==> src/rtl/cp0_unit.sv <==
// Coprocessor-0: STATUS/CAUSE/EPC/EHBR, MTC0/MFC0/ERET and one synchronised interrupt line.
// Latency: data_r, jump_en and jump_addr are combinational; register writes land at the next posedge.
// Backpressure: en=0 freezes the FSM, EPC and MTC0 writes; the synchroniser and IP2 latch keep running.
module cp0_unit #(
  parameter int          SYNC_STAGES = 2,
  parameter logic [31:0] EHBR_RST    = 32'h0000_0010
) (
  input  logic        clk,
  input  logic        rst,
  input  logic        en,
  input  logic [1:0]  oper,
  input  logic [4:0]  addr_r,
  output logic [31:0] data_r,
  input  logic [4:0]  addr_w,
  input  logic [31:0] data_w,
  input  logic [31:0] ret_addr,
  input  logic        ir_in,
  output logic        jump_en,
  output logic [31:0] jump_addr,
  output logic        in_handler
);

  localparam logic [1:0] OP_STORE = 2'd1;
  localparam logic [1:0] OP_ERET  = 2'd2;

  localparam logic [4:0] REG_STATUS = 5'd12;
  localparam logic [4:0] REG_CAUSE  = 5'd13;
  localparam logic [4:0] REG_EPC    = 5'd14;
  localparam logic [4:0] REG_EHBR   = 5'd25;

  typedef enum logic {ST_IDLE, ST_HANDLER} state_t;

  state_t                 state_q, state_d;
  logic                   ie_q, ie_d;
  logic                   ip2_q, ip2_d;
  logic [31:0]            epc_q, epc_d;
  logic [31:0]            ehbr_q, ehbr_d;
  logic [SYNC_STAGES-1:0] sync_q, sync_d;
  logic                   sync_last_q, sync_last_d;

  logic do_eret;
  logic do_mtc0;
  logic accept;
  logic sync_edge;

  // Decode the issued operation and the interrupt-accept condition from pre-edge register values
  always_comb begin
    do_eret   = en & (oper == OP_ERET);
    do_mtc0   = en & (oper == OP_STORE);
    accept    = en & ie_q & ip2_q & (state_q == ST_IDLE) & (oper != OP_ERET);
    sync_edge = sync_q[SYNC_STAGES-1] & ~sync_last_q;
  end

  // Redirect request: ERET returns to EPC, an accepted interrupt enters the handler; muted in reset
  always_comb begin
    jump_en    = rst & (do_eret | accept);
    jump_addr  = do_eret ? epc_q : ehbr_q;
    in_handler = rst & (state_q == ST_HANDLER);
  end

  // MFC0 read mux; during reset it shows the values the registers are being reset to
  always_comb begin
    data_r = '0;
    case (addr_r)
      REG_STATUS: data_r = {31'b0, rst & ie_q};
      REG_CAUSE:  data_r = {21'b0, rst & ip2_q, 10'b0};
      REG_EPC:    data_r = rst ? epc_q : 32'h0;
      REG_EHBR:   data_r = rst ? ehbr_q : EHBR_RST;
      default:    data_r = '0;
    endcase
  end

  // Next-state logic; later assignments override earlier ones to encode same-cycle priority
  always_comb begin
    state_d     = state_q;
    ie_d        = ie_q;
    ip2_d       = ip2_q;
    epc_d       = epc_q;
    ehbr_d      = ehbr_q;
    sync_d      = {sync_q[SYNC_STAGES-2:0], ir_in};
    sync_last_d = sync_q[SYNC_STAGES-1];

    if (do_mtc0) begin
      case (addr_w)
        REG_STATUS: ie_d   = data_w[0];
        REG_CAUSE:  ip2_d  = data_w[10];
        REG_EPC:    epc_d  = data_w;
        REG_EHBR:   ehbr_d = data_w;
        default:    ;
      endcase
    end

    // Accept: the saved return PC beats an MTC0 to EPC in the same cycle
    if (accept) begin
      state_d = ST_HANDLER;
      epc_d   = ret_addr;
      ip2_d   = 1'b0;
    end else if (do_eret) begin
      state_d = ST_IDLE;
    end

    // A fresh synchronised edge always leaves IP2 pending, even against a clear
    if (sync_edge) begin
      ip2_d = 1'b1;
    end
  end

  // State registers with synchronous active-low reset
  always_ff @(posedge clk) begin
    if (!rst) begin
      state_q     <= ST_IDLE;
      ie_q        <= 1'b0;
      ip2_q       <= 1'b0;
      epc_q       <= 32'h0;
      ehbr_q      <= EHBR_RST;
      sync_q      <= '0;
      sync_last_q <= 1'b0;
    end else begin
      state_q     <= state_d;
      ie_q        <= ie_d;
      ip2_q       <= ip2_d;
      epc_q       <= epc_d;
      ehbr_q      <= ehbr_d;
      sync_q      <= sync_d;
      sync_last_q <= sync_last_d;
    end
  end

endmodule

==> config.mk <==
export PLATFORM = sky130hd
export DESIGN_NAME = cp0_unit
export DESIGN_NICKNAME = d
export VERILOG_FILES = /design/src/rtl/cp0_unit.sv
export SDC_FILE = /design/constraint.sdc
export NUM_CORES = 1
export LEC_CHECK = 0
export BUFFER_PORTS_ARGS = -buffer_cell sky130_fd_sc_hd__clkbuf_2
export CAP_MARGIN = 0
export CELL_PAD_IN_SITES_DETAIL_PLACEMENT = 1
export CELL_PAD_IN_SITES_GLOBAL_PLACEMENT = 2
export CORE_MARGIN = 2
export CORE_UTILIZATION = 24
export CTS_CLUSTER_SIZE = 25
export DETAILED_ROUTE_END_ITERATION = 6
export PLACE_DENSITY = 0.83
export SETUP_SLACK_MARGIN = 0.02
export SLEW_MARGIN = 20
export SYNTH_ARGS = -nofsm -noshare
export SYNTH_HDL_FRONTEND = slang
export SYNTH_SLANG_ARGS = --single-unit
==> constraint.sdc <==
create_clock -name clk -period 1.6 [get_ports clk]
set_input_delay 0.32 -clock clk [delete_from_list [all_inputs] [get_ports clk]]
set_output_delay 0.32 -clock clk [all_outputs]
set_load 0.05 [all_outputs]
==> flow_summary.yaml <==
grt:
  antenna_found_initial: 0
  grt_pass1_vias: 4666
  track_usage: 0.204
  grt_max_degree: 46
  grt_pass1_wl_um: 25700
  overflow: 0
layout:
  final_util: 0.489
  finalInstanceArea_um2: 7370
  syn_to_final_growth_pct: 101
  final_nets: 744
  insertedDiodeCount: 0
  layout-drive-gt1-share: 0.562
  mostFrequentLayoutCells: "nand2_1, clkbuf_2, dfxtp_1"
  finalNonFillerCells: 857
  final_common_cell: "nand2_1"
synth:
  async_flop_share: 0
  ys_types: 31
  syn_area_um2: 3670
  synthFlopType: "dfxtp_1"
  yosysTopAreaCell: "dfxtp_1"
  synthCells: 476
  ys_seq_area_frac: 0.381
  synthTopCellsByArea: "dfxtp_1, nand2_1, mux2_2, a311oi_1, a22oi_1"
  synth_warnings: 0
  synth_top_cell_area_share: 0.381
  synth_nets: 556
  synth-edff-count: 0
  ys_seq_elements: 70
  syn_avg_cell_area_um2: 7.72
power_and_ir_drop:
  p_leak_nw: 2.85
  total_power_mw: 4.38
  p_seq_frac: 0.402
  power.internal_mw: 3.38
  power.net_switching_mw: 1.00
  ir_drop_mv: 0.446
  switching_share: 0.229
  p_clk_frac: 0.481
  power_density_nw_per_um2: 595
  combPwrFrac: 0.118
sta:
  slew_headroom: 0.768
  whs_ns: 0.220
  hold_viol: 0
  setup_slack_ns: -0.433
  period_needed_ns: 2.03
  rsz0062_at_grt: "yes"
  finClkSkew_ns: 0.00539
  worst_pin_slew_ns: 0.347
  slew_viol_final: 0
  fmax_mhz: 492
  setup_viol: 67
  min_period_over_period: 1.27
  fin_tns_setup_ns: -12.77
clock_tree:
  htreeDepth: 3
  ctsHoldBuffers: 0
  cts-root-buf: "clkbuf_16"
  insertion_delay_ns: 0.33
  cts_tree: "built"
  numCtsBuffers: 9
  cts_max_path_buffers: 2
  path_clk_slew_ns: 0.05
  clock_sinks: 70
placed_design:
  port_buffers: 145
  dp.cells: 813
  place_congestion: 0.807
  placed_cell_area_um2: 5530
  hpwl_um: 11000
  dp_slack_ns: -0.520
worst_hold_path:
  hp-class: "in -> reg"
  min_path_cells: 2
  hp-start: "ir_in"
  min_to: "sync_q[0]"
outcome:
  violations: "setup timing"
  status: "complete, but fails checks"
setup_path:
  worstPathRequired_ns: 1.28
  crit_path_end_kind: "output pin"
  timing.rr.end: "epc_q[25]"
  timing.rr.start: "state_q"
  cp-start-kind: "input pin"
  rrSetupSlack_ns: 0
  r2r_cells: 7
  critical_path_class: "in -> out"
  arrival_ns: 1.71
  critPathMaxFanout: 12
floorplanning:
  io_pins: 146
  die_area_um2: 16300
  start_util: 0.244
  num_rows: 45
  die_h_um: 128
  dieWidth_um: 128
  fp.coreArea_um2: 15100
drt:
  drt_pass1_iterations: 4
  drc: 0
  drt_iter0_markers: 263
  vias_per_cell: 5.21
  routed_wl_um: 18300
  vias: 4467
  drt-wirelength-per-cell_um: 21.4
  ant_nets: 0
job:
  maxCapViolCount: 0
==> critical path, cell delays in order <==
cell and delay, ns:
buf_8 0.10, nor4bb_4 0.29, and2_4 0.23, buf_12 0.18, nand2_1 0.17, o21ai_4 0.20
clkbuf_8 0.21
==> flip-flops by register name, indices dropped and copies added, names as in the netlist <==
register and count:
ehbr_q 32, epc_q 32, ie_q 1, ip2_q 1, state_q 1, sync_last_q 1
sync_q 2
==> metal layers <==
| metal | GRT usage | wire, um | vias to the layer above |
|---|---|---|---|
| li1 | - | - | 2068 |
| met1 | 0.241 | 7300 | 2206 |
| met2 | 0.356 | 9460 | 158 |
| met3 | 0.0480 | 996 | 35 |
| met4 | 0.0821 | 563 | 0 |
| met5 | 0 | 0 | - |
==> synthesized netlist by cell type, types with 2 or more instances <==
master and n:
nor4_1 2, buf_2 20, mux2i_1 2, nand2_1 131, clkbuf_1 25, dfxtp_1 70
mux2_2 33, inv_1 3, nand2b_1 2, a21oi_1 34, a311oi_1 32, nor2_1 34
nor3_1 34, a22oi_1 30, nand3b_1 2, o21ai_0 2, and2_1 5, nor4bb_1 2
==> cell families (layout without fill, tap and decap cells) <==
family	after synthesis	after routing	share of synthesized area
AO/OA/AOI/OAI	101	101	0.193
buffers and inverters	50	243	0.0579
flip-flops	70	70	0.381
AND/OR/NAND/NOR	220	220	0.261
multiplexers	35	35	0.107
==> power by group through the flow <==
stage,clock [mW],sequential [mW],combinational [mW]
6_report,2.11,1.76,0.515
2_1_floorplan,0,1.80,0.159
5_1_grt,2.22,1.76,0.543
3_5_place_dp,0,1.80,0.394
4_1_cts,2.14,1.76,0.475
3_3_place_gp,0,1.80,0.382
==> final cells by class <==
type                    instances  area, um2
clock buffers                  13        280
clock inverters                 3       40.0
fillers                      1637       7720
inverters                       4       15.0
multi-input cells             356       2810
flip-flops and latches         70       1410
well taps                     188        235
repair buffers                223       2580
==> worst max path at each step <==
stage                         start         end  depth (start not counted)
after floorplan           addr_r[4]   data_r[0]                          4
after global placement    addr_r[2]   data_r[4]                          7
after detailed placement  addr_r[2]   data_r[4]                          7
after CTS                 addr_r[4]  data_r[23]                          7
after global routing      addr_r[0]   data_r[4]                          7
final                     addr_r[0]   data_r[4]                          7
==> timing repair <==
action	in CTS	in global routing
gates cloned	6	7
hold endpoints to repair	0	0
pin swaps	14	22
setup buffers	11	7
setup endpoints to repair	65	88
gates resized for setup	148	114
No activity file was read; power rests on OpenSTA's default activity.
